[config.mk]
export PLATFORM = sky130hd
export DESIGN_NAME = lcrc_tx_sequencer_flat
export DESIGN_NICKNAME = d
export VERILOG_FILES = /design/src/rtl/lcrc_tx_sequencer_pkg.sv /design/src/rtl/lcrc_tx_sequencer_if.sv /design/src/rtl/lcrc_tx_sequencer_crc.sv /design/src/rtl/lcrc_tx_sequencer.sv /design/src/flat_wrapper.sv
export SDC_FILE = /design/constraint.sdc
export NUM_CORES = 1
export LEC_CHECK = 0
export BUFFER_PORTS_ARGS = -buffer_cell sky130_fd_sc_hd__clkbuf_2
export CAP_MARGIN = 15
export CORE_MARGIN = 5
export CORE_UTILIZATION = 56
export CTS_CLUSTER_SIZE = 16
export DETAILED_ROUTE_END_ITERATION = 8
export GPL_TIMING_DRIVEN = 0
export PLACE_DENSITY = 0.77
export SETUP_SLACK_MARGIN = 0.4
export SYNTH_ARGS = -nofsm -noshare
export SYNTH_HDL_FRONTEND = slang
export SYNTH_HIERARCHICAL = 1
export SYNTH_SLANG_ARGS = --single-unit
[constraint.sdc]
create_clock -name clk -period 7.68 [get_ports clk]
set_clock_uncertainty 0.2 [all_clocks]
set_input_delay 0 -clock clk [delete_from_list [all_inputs] [get_ports clk]]
set_output_delay 0 -clock clk [all_outputs]
set_load 0.01 [all_outputs]
[src/rtl/lcrc_tx_sequencer_pkg.sv]
// Shared data-link definitions for the LCRC transmit sequencer: state encoding,
// LCRC constants, sequence number width and the framing header nibble.
package lcrc_tx_sequencer_pkg;

    localparam int          SEQ_W          = 12;
    localparam logic [31:0] LCRC_POLY      = 32'h04C1_1DB7;
    localparam logic [31:0] LCRC_INIT      = 32'hFFFF_FFFF;
    localparam logic [3:0]  SEQ_HDR_NIBBLE = 4'b0000;

    typedef enum logic [2:0] {
        ST_IDLE,
        ST_SEQ_HI,
        ST_SEQ_LO,
        ST_PAYLOAD,
        ST_CRC
    } seq_state_e;

    function automatic logic [31:0] reflect32(input logic [31:0] v);
        logic [31:0] r;
        for (int i = 0; i < 32; i++) begin
            r[i] = v[31-i];
        end
        return r;
    endfunction

    // The byte engine shifts right, so it needs the bit-reversed polynomial.
    localparam logic [31:0] LCRC_POLY_REFL = reflect32(LCRC_POLY);

endpackage

[src/rtl/lcrc_tx_sequencer_if.sv]
// Byte-stream bundle between TLP source, sequencer and replay buffer.
// master = sequencer side, slave = source/replay-buffer side.
interface lcrc_tx_sequencer_if;

    logic       tlp_valid;
    logic [7:0] tlp_data;
    logic       tlp_last;
    logic       tlp_ready;

    logic       dll_valid;
    logic [7:0] dll_data;
    logic       dll_sof;
    logic       dll_eof;
    logic       dll_ready;

    modport master (
        input  tlp_valid, tlp_data, tlp_last, dll_ready,
        output tlp_ready, dll_valid, dll_data, dll_sof, dll_eof
    );

    modport slave (
        output tlp_valid, tlp_data, tlp_last, dll_ready,
        input  tlp_ready, dll_valid, dll_data, dll_sof, dll_eof
    );

endinterface

[src/rtl/lcrc_tx_sequencer_crc.sv]
// Combinational reflected CRC-32 byte step: folds one byte, LSB first,
// into the running LCRC register.
module lcrc32_byte_step
    import lcrc_tx_sequencer_pkg::*;
(
    input  logic [31:0] crc_in,
    input  logic [7:0]  byte_in,
    output logic [31:0] crc_next
);

    always_comb begin
        crc_next = crc_in ^ {24'h000000, byte_in};
        for (int i = 0; i < 8; i++) begin
            crc_next = {1'b0, crc_next[31:1]} ^ (crc_next[0] ? LCRC_POLY_REFL : 32'h0000_0000);
        end
    end

endmodule

[src/rtl/lcrc_tx_sequencer.sv]
// Data-link transmit sequencer: frames each TLP as a 2-byte sequence header,
// the pass-through payload and a 4-byte inverted LCRC, for the replay buffer.
module lcrc_tx_sequencer
    import lcrc_tx_sequencer_pkg::*;
#(
    parameter int MAX_BYTES = 4096
)
(
    input  logic                 clk,
    input  logic                 rst_n,
    lcrc_tx_sequencer_if.master  bus,
    input  logic                 seq_load,
    input  logic [SEQ_W-1:0]     seq_load_val,
    output logic [SEQ_W-1:0]     next_seq,
    output logic                 len_err,
    output logic                 busy
);

    localparam int              CNT_W    = $clog2(MAX_BYTES + 1);
    localparam logic [CNT_W-1:0] LAST_CNT = CNT_W'(MAX_BYTES - 1);

    seq_state_e       state_q, state_d;
    logic [SEQ_W-1:0] next_seq_q, next_seq_d;
    logic [31:0]      crc_q, crc_d, crc_step;
    logic [CNT_W-1:0] byte_cnt_q, byte_cnt_d;
    logic [1:0]       crc_idx_q, crc_idx_d;
    logic             len_err_q, len_err_d;
    logic             dll_xfer;

    // The byte folded in is always the one currently presented on dll_data.
    lcrc32_byte_step u_step (
        .crc_in   (crc_q),
        .byte_in  (bus.dll_data),
        .crc_next (crc_step)
    );

    always_comb begin
        bus.dll_valid = 1'b0;
        bus.dll_data  = 8'h00;
        bus.dll_sof   = 1'b0;
        bus.dll_eof   = 1'b0;
        bus.tlp_ready = 1'b0;
        unique case (state_q)
            ST_SEQ_HI: begin
                bus.dll_valid = 1'b1;
                bus.dll_data  = {SEQ_HDR_NIBBLE, next_seq_q[11:8]};
                bus.dll_sof   = 1'b1;
            end
            ST_SEQ_LO: begin
                bus.dll_valid = 1'b1;
                bus.dll_data  = next_seq_q[7:0];
            end
            ST_PAYLOAD: begin
                bus.dll_valid = bus.tlp_valid;
                bus.dll_data  = bus.tlp_data;
                bus.tlp_ready = bus.dll_ready;
            end
            ST_CRC: begin
                bus.dll_valid = 1'b1;
                bus.dll_data  = ~crc_q[{crc_idx_q, 3'b000} +: 8];
                bus.dll_eof   = (crc_idx_q == 2'd3);
            end
            default: ;
        endcase
    end

    assign dll_xfer = bus.dll_valid && bus.dll_ready;

    // Everything holds unless a dll transfer happens; IDLE only arms the next frame.
    always_comb begin
        state_d    = state_q;
        next_seq_d = next_seq_q;
        crc_d      = crc_q;
        byte_cnt_d = byte_cnt_q;
        crc_idx_d  = crc_idx_q;
        len_err_d  = 1'b0;
        unique case (state_q)
            ST_IDLE: begin
                if (seq_load) begin
                    next_seq_d = seq_load_val;
                end
                if (bus.tlp_valid) begin
                    crc_d   = LCRC_INIT;
                    state_d = ST_SEQ_HI;
                end
            end
            ST_SEQ_HI: begin
                if (dll_xfer) begin
                    crc_d   = crc_step;
                    state_d = ST_SEQ_LO;
                end
            end
            ST_SEQ_LO: begin
                if (dll_xfer) begin
                    crc_d      = crc_step;
                    byte_cnt_d = '0;
                    state_d    = ST_PAYLOAD;
                end
            end
            ST_PAYLOAD: begin
                if (dll_xfer) begin
                    crc_d      = crc_step;
                    byte_cnt_d = byte_cnt_q + 1'b1;
                    if (bus.tlp_last) begin
                        crc_idx_d = 2'd0;
                        state_d   = ST_CRC;
                    end else if (byte_cnt_q == LAST_CNT) begin
                        // Oversized TLP: cut the frame here; the rest becomes a new frame.
                        crc_idx_d = 2'd0;
                        len_err_d = 1'b1;
                        state_d   = ST_CRC;
                    end
                end
            end
            ST_CRC: begin
                if (dll_xfer) begin
                    crc_idx_d = crc_idx_q + 2'd1;
                    if (crc_idx_q == 2'd3) begin
                        next_seq_d = next_seq_q + 1'b1;
                        state_d    = ST_IDLE;
                    end
                end
            end
            default: state_d = ST_IDLE;
        endcase
    end

    always_ff @(posedge clk or negedge rst_n) begin
        if (!rst_n) begin
            state_q    <= ST_IDLE;
            next_seq_q <= '0;
            crc_q      <= LCRC_INIT;
            byte_cnt_q <= '0;
            crc_idx_q  <= 2'd0;
            len_err_q  <= 1'b0;
        end else begin
            state_q    <= state_d;
            next_seq_q <= next_seq_d;
            crc_q      <= crc_d;
            byte_cnt_q <= byte_cnt_d;
            crc_idx_q  <= crc_idx_d;
            len_err_q  <= len_err_d;
        end
    end

    assign next_seq = next_seq_q;
    assign len_err  = len_err_q;
    assign busy     = (state_q != ST_IDLE);

endmodule
[src/flat_wrapper.sv]
// flat-port wrapper written by rule: the top's interface ports become plain ports
module lcrc_tx_sequencer_flat import lcrc_tx_sequencer_pkg::*;
#(
    parameter int MAX_BYTES = 4096
)
  (clk, rst_n, seq_load, seq_load_val, next_seq, len_err, busy, bus_tlp_valid, bus_tlp_data, bus_tlp_last, bus_dll_ready, bus_tlp_ready, bus_dll_valid, bus_dll_data, bus_dll_sof, bus_dll_eof);
  lcrc_tx_sequencer_if bus_i ();
  input  logic clk;
  input  logic rst_n;
  input  logic seq_load;
  input  logic [SEQ_W-1:0] seq_load_val;
  output logic [SEQ_W-1:0] next_seq;
  output logic len_err;
  output logic busy;
  input wire logic [$bits(bus_i.tlp_valid)-1:0] bus_tlp_valid;
  input wire logic [$bits(bus_i.tlp_data)-1:0] bus_tlp_data;
  input wire logic [$bits(bus_i.tlp_last)-1:0] bus_tlp_last;
  input wire logic [$bits(bus_i.dll_ready)-1:0] bus_dll_ready;
  output wire logic [$bits(bus_i.tlp_ready)-1:0] bus_tlp_ready;
  output wire logic [$bits(bus_i.dll_valid)-1:0] bus_dll_valid;
  output wire logic [$bits(bus_i.dll_data)-1:0] bus_dll_data;
  output wire logic [$bits(bus_i.dll_sof)-1:0] bus_dll_sof;
  output wire logic [$bits(bus_i.dll_eof)-1:0] bus_dll_eof;
  assign bus_i.tlp_valid = bus_tlp_valid;
  assign bus_i.tlp_data = bus_tlp_data;
  assign bus_i.tlp_last = bus_tlp_last;
  assign bus_i.dll_ready = bus_dll_ready;
  assign bus_tlp_ready = bus_i.tlp_ready;
  assign bus_dll_valid = bus_i.dll_valid;
  assign bus_dll_data = bus_i.dll_data;
  assign bus_dll_sof = bus_i.dll_sof;
  assign bus_dll_eof = bus_i.dll_eof;
  lcrc_tx_sequencer #(.MAX_BYTES(MAX_BYTES)) u_core (.clk(clk), .rst_n(rst_n), .bus(bus_i), .seq_load(seq_load), .seq_load_val(seq_load_val), .next_seq(next_seq), .len_err(len_err), .busy(busy));
endmodule
* After elaboration in Yosys (flattened, before gate mapping) *
Index checks and enable logic that the tools add are counted.

storage, ports and cells
  logic and storage cells = 90
  input port bits = 26
  bits in registers = 63
  output and inout port bits = 26

operators by class
  reduce and logical (&&, ||, !) cells = 14
  multiplexer cells = 41
  add/sub/neg operators = 3
  bitwise gates (word level) = 10
  shifts and indexed selects = 1
  equality and inequality tests = 15

operators by type and width
  kind                     count
  $mux W32                 10
  $xor A31 B32 Y32         8
  $pmux W32 S2             1
  $mux W12                 3
  $pmux W8 S4              1
  $shiftx A32 B6 Y8        1
  $xor A32 B8 Y32          1
  $mux W13                 2
  $pmux W13 S2             1
  $mux W3                  8
  $pmux W12 S2             1
  $pmux W3 S5              1
  $add A13 B1 Y13 const B  1
  $eq A13 B12 Y1 const B   1
  $add A12 B1 Y12 const B  1
  $ne A2 B1 Y1 const B     6
  $mux W2                  4
  $not A8 Y8               1
  $reduce_and A4 Y1        2
  $reduce_bool A2 Y1       4
  $mux W1                  7
  $reduce_and A7 Y1        1
  $eq A3 B2 Y1 const B     2
  $reduce_and A3 Y1        2
  other kinds (12)         14

* Logic depth before layout (Yosys ltp) *
  word-level depth = 22
  depth in mapped cells = 11
  gate-level depth less buffers = 9

* Modules after synthesis *
The synthesis kept the hierarchy.

modules (own cells, without submodules)
  module             area an instance (um2)  cells each  instances  seq. area each (um2)
  lcrc_tx_sequencer  3504.6                  396         1          1616.6
  lcrc32_byte_step   813.3                   70          1          0.0

* Worst setup path before layout *
OpenSTA, ideal clock, no wires.

  path type = reg2reg
  start = reg u_core.crc_idx_q[0]
  end = reg u_core.crc_q[19]
  required time = 7401 ps
  library setup time = 79 ps
  period minus slack after synthesis = 3419 ps
  path slack = 4261 ps
  arrival time = 3140 ps
  stages on the path, launching flop included = 10
  path buffers = 1
  cells stage by stage = dfrtp_1 -> clkbuf_1 -> mux4_2 -> o22ai_1 -> xnor2_4 -> xnor3_2 -> xnor2_2 -> xnor2_1 -> nor2_1 -> o21ai_0

between the ends
  longest elaborated chain between the ends = 16

RTL lines
  what                              RTL line                                                                    text
  from (decl)                       lcrc_tx_sequencer.sv:26                                                     logic [1:0] crc_idx_q, crc_idx_d;
  from (signal assigned)            lcrc_tx_sequencer.sv:141                                                    crc_idx_q <= crc_idx_d;
  $shiftx A32 B6 Y8 *               lcrc_tx_sequencer.sv:60                                                     bus.dll_data = ~crc_q[{crc_idx_q, 3'b000} +: 8];
  $not A8 Y8 *                      lcrc_tx_sequencer.sv:60
  $pmux W8 S4 *                     lcrc_tx_sequencer.sv:43                                                     unique case (state_q)
  named net bus_dll_data[0]         flat_wrapper.sv:21                                                          output wire logic [$bits(bus_i.dll_data)-1:0] bus_dll_data;
  $xor A32 B8 Y32 *                 lcrc_tx_sequencer_crc.sv:12                                                 crc_next = crc_in ^ {24'h000000, byte_in};
  $mux W32 *                        lcrc_tx_sequencer_crc.sv:14                                                 crc_next = {1'b0, crc_next[31:1]} ^ (crc_next[0] ? LCRC_POLY_REFL : 32'h0000_0000);
  $xor A31 B32 Y32 * (6 in series)  lcrc_tx_sequencer_crc.sv:14
  $mux W32                          lcrc_tx_sequencer_crc.sv:14
  $xor A31 B32 Y32 * (2 in series)  lcrc_tx_sequencer_crc.sv:14
  named net u_core.crc_step[19]     lcrc_tx_sequencer.sv:24                                                     logic [31:0] crc_q, crc_d, crc_step;
  $mux W32 *                        lcrc_tx_sequencer.sv:88, lcrc_tx_sequencer.sv:94, lcrc_tx_sequencer.sv:101
  $pmux W32 S2 *                    lcrc_tx_sequencer.sv:77                                                     unique case (state_q)
  to (signal assigned)              lcrc_tx_sequencer.sv:139                                                    crc_q <= crc_d;
  to (decl)                         lcrc_tx_sequencer.sv:24

Mark *: on every way through the listed nets, which the timed path passes. The rest lies on a longest branch. The select of a mux whose other input is x is not followed.
A chain may end at the register's enable or synchronous reset.

* Worst setup path in the final report *
  start = reg u_core.crc_idx_q[0]
  end = reg u_core.crc_q[22]

between the ends
  longest elaborated chain between the ends = 16

RTL lines
  what                              RTL line
  $shiftx A32 B6 Y8 *               lcrc_tx_sequencer.sv:60
  $not A8 Y8 *                      lcrc_tx_sequencer.sv:60
  $pmux W8 S4 *                     lcrc_tx_sequencer.sv:43
  $xor A32 B8 Y32 *                 lcrc_tx_sequencer_crc.sv:12
  $mux W32                          lcrc_tx_sequencer_crc.sv:14
  $xor A31 B32 Y32 * (6 in series)  lcrc_tx_sequencer_crc.sv:14
  $mux W32                          lcrc_tx_sequencer_crc.sv:14
  $xor A31 B32 Y32 * (2 in series)  lcrc_tx_sequencer_crc.sv:14
  named net u_core.crc_step[22]     lcrc_tx_sequencer.sv:24
  $mux W32 *                        lcrc_tx_sequencer.sv:88, lcrc_tx_sequencer.sv:94, lcrc_tx_sequencer.sv:101
  $pmux W32 S2 *                    lcrc_tx_sequencer.sv:77

Marked as above.

==> metrics.md <==
| Metric | Value |
|---|---|
| Status | `finished, final reports clean` |
| Most frequent CP cell | `xnor2_1` |
| Commonest cells in the netlist | `nor2_1, nand2_1, o21ai_0` |
| Vias in the first global route | `3771` |
| Via/cell ratio | `5.73` |
| DR iter-0 viols | `248` |
| 1st-pass router iterations | `5` |
| Setup Buffers After CTS | `0` |
| R2r setup slk | `3.91 ns` |
| Net count reported at finish | `574` |
| DR WL/cell | `17.2 µm` |
| Via count | `3736` |
| Top FF cell, synth | `dfstp_2` |
| Final Non-Filler Cells | `652` |
| Sequential element share of the synthesized area | `37.4%` |
| Max clock buf depth | `2` |
| Routability cong. | `0.859` |
| CP Cell Sequence | `clkbuf_1 -> mux4_2 -> o22ai_1 -> xor2_4 -> xnor3_2 -> xnor2_1 -> xnor2_1 -> nor2_1 -> o21ai_0` |
| Number of flops mapped to enable cells by yosys | `0` |
| CTS root buffer | `clkbuf_8` |
| Top cell type's share of synthesized area | `19.5%` |
| CTS Sinks | `63` |
| Fmax | `265 MHz` |
| Starting density of the core | `56.8%` |
| Worst Hold Class | `in2async` |
| Total wire length | `11200 µm` |
| Synthesized net count | `495` |
| Yosys warns | `6` |
| Pin slew with the least headroom to its limit | `0.888 ns` |
| Post-Place Worst Slack | `3.95 ns` |
| P&R area growth vs syn | `17.1%` |
| GRT Total Usage | `24.7%` |
| Mapped Avg Cell Area | `9.27 µm²` |
| First-pass GRT wire length | `19100 µm` |
| Top area cells in the synthesized netlist | `dfstp_2, dfrtp_1, xnor2_1, o21ai_0, nor2_1` |
| Most frequent cell after synthesis | `nor2_1` |
| Distinct cells, synth | `54` |
| Post-layout min period | `3.77 ns` |
| # Max-Cap Violations | `0` |
| Multi-input logic area | `2550 µm²` |
| GRT overflow | `0` |
| Hold Vio Cnt, Final | `0` |
| Slew headroom | `40.8%` |
| Placed wire-length estimate | `7930 µm` |
| Synth Cell Area | `4320 µm²` |
| CTS Buf Count | `9` |
| Share of cells above drive strength 1 | `25.3%` |
| Setup ws final | `3.91 ns` |
| Req. time, crit path | `7.75 ns` |
| Ant diodes | `0` |
| Crit path max-delay cell type | `clkbuf_1` |
| Post-route ant nets | `0` |
| Critical path class | `reg2reg` |
| Worst-Skew Late Latency | `0.35 ns` |
| CP Capture Type | `flop` |
| Slew Viols, Final | `0` |
| Antenna violations before repair | `0` |
| Die Ht | `97.8 µm` |
| Area leader, netlist | `dfstp_2` |
| Final Setup Violations | `0` |
| DRC viols | `0` |
| Final core occ | `66.5%` |
| Port-buffer cells | `51` |
| Total negative slack | `0 ns` |
| RSZ-0062 raised after global routing | `false` |
| CP peak stage delay | `0.63 ns` |
| Row cnt | `32` |
| Ports | `52` |
| DP Cell Count | `619` |
| Worst setup SP type | `flop` |
| CP arrival | `3.84 ns` |
| Cells after Synth | `466` |
| Die ar. | `9570 µm²` |
| CP max FO | `10` |
| Reg clk slew, reported paths | `0.09 ns` |
| Async SR Flop Fraction | `100%` |
| DIE WIDTH | `97.8 µm` |
| CTS tree | `built` |
| FF+latch area | `1620 µm²` |
| Largest net degree at the start of global routing | `64` |
| Core ar. | `7610 µm²` |
| CTS HTree Levels | `3` |
| FF+latch count, synth | `63` |
| Layout fillers | `606` |
| Fin crit share | `49.1%` |
## worst paths after layout
kind | start | endpoint | cells past startpoint
setup / recovery | u_core/crc_idx_q[0] | u_core/crc_q[22] | 9
hold / removal | rst_n | u_core/next_seq[11] | 2
setup reg to reg | u_core/crc_idx_q[0] | u_core/crc_q[22] | 9
hold reg to reg | u_core/byte_cnt_q[12] | u_core/len_err | 1
max in group asynchronous | rst_n | u_core/byte_cnt_q[10] | 2
min in group clk | bus_tlp_last | u_core/len_err | 3
## cells by family (layout without fill, tap and decap cells)
logic type	Yosys count	after routing	synth area share (%)
AOI/OAI and AO/OA	118	118	15.6
buffers and inverters	32	116	3.51
xor gates and xnor gates	70	70	18.8
adders and majority gates	3	3	0.869
DFF	63	63	37.4
and+or+nand+nor	162	162	17.1
muxes	18	18	6.64
## layout make-up
type / instances / share of cell area [%]
inverter: 4 / 0.297
timing repair buffer: 68 / 8.46
buffer: 28 / 2.70
clock inverter: 6 / 0.891
tap: 102 / 2.52
clock buffer: 10 / 2.72
sequential: 63 / 32.0
multi-input combinational: 371 / 50.4
## critical path, delay by kind of cell (launching register included)
family	cells	cell delay [ns]
simple gates	1	0.06
flops	1	0.36
mux	1	0.61
compound gates	2	0.56
buf+inv	1	0.63
xor+xnor	4	1.26
## metal layers
| layer | global-route usage, % | wire [µm] |
|---|---|---|
| met5 | 0 | 0 |
| met4 | 10.0 | 281 |
| met3 | 5.64 | 653 |
| met2 | 40.0 | 5410 |
| met1 | 32.1 | 4900 |
## sequential cells by signal, summed over array words and instances, names as in the netlist
signal	cells
u_core/state_q	3
u_core/len_err	1
u_core/byte_cnt_q	13
u_core/crc_q	32
u_core/crc_idx_q	2
u_core/next_seq	12
## per-stage QoR
step                instance area, µm²  hold slack (ns)
floorplan                         4320           -0.496
global placement                  4700          -0.0190
detailed placement                4700          -0.0121
CTS                               5060            0.152
global route                      5060            0.160
finish                            5060            0.130
## cell usage in the layout (no fill, tap or decap), types with 3 or more instances in the layout
| master | synthesis | routed |
|---|---|---|
| mux2i_1 | 5 | 5 |
| a31oi_1 | 6 | 6 |
| and3_1 | 7 | 7 |
| clkbuf_8 | 0 | 10 |
| clkinvlp_4 | 0 | 3 |
| xor2_2 | 3 | 3 |
| clkbuf_2 | 0 | 50 |
| o22ai_1 | 11 | 11 |
| a21oi_1 | 22 | 22 |
| dfstp_2 | 32 | 32 |
| and2_1 | 3 | 3 |
| o31ai_1 | 4 | 4 |
| mux2_2 | 4 | 4 |
| dfrtp_1 | 31 | 31 |
| o21ai_1 | 12 | 12 |
| clkbuf_1 | 17 | 17 |
| xnor2_2 | 3 | 3 |
| buf_6 | 3 | 3 |
| nand2_1 | 56 | 56 |
| dlygate4sd3_1 | 0 | 17 |
| xnor2_4 | 5 | 5 |
| xnor2_1 | 39 | 39 |
| nand3_1 | 13 | 13 |
| ha_1 | 3 | 3 |
| nor2_1 | 61 | 61 |
| inv_1 | 4 | 4 |
| o21ai_0 | 48 | 48 |
| xor2_1 | 16 | 16 |
| a22oi_1 | 5 | 5 |
| buf_2 | 7 | 7 |
| mux4_2 | 8 | 8 |
| nor2b_1 | 4 | 4 |
## what timing repair did
action                                 in CTS  in global routing
resized for setup                           0                  0
endpoints found under the hold margin      54                  0
hold buffers                               17                  0
Power is left out: the tool's default activity adds up to more than one toggle a clock period on the data nets, which glitch-free logic cannot reach.
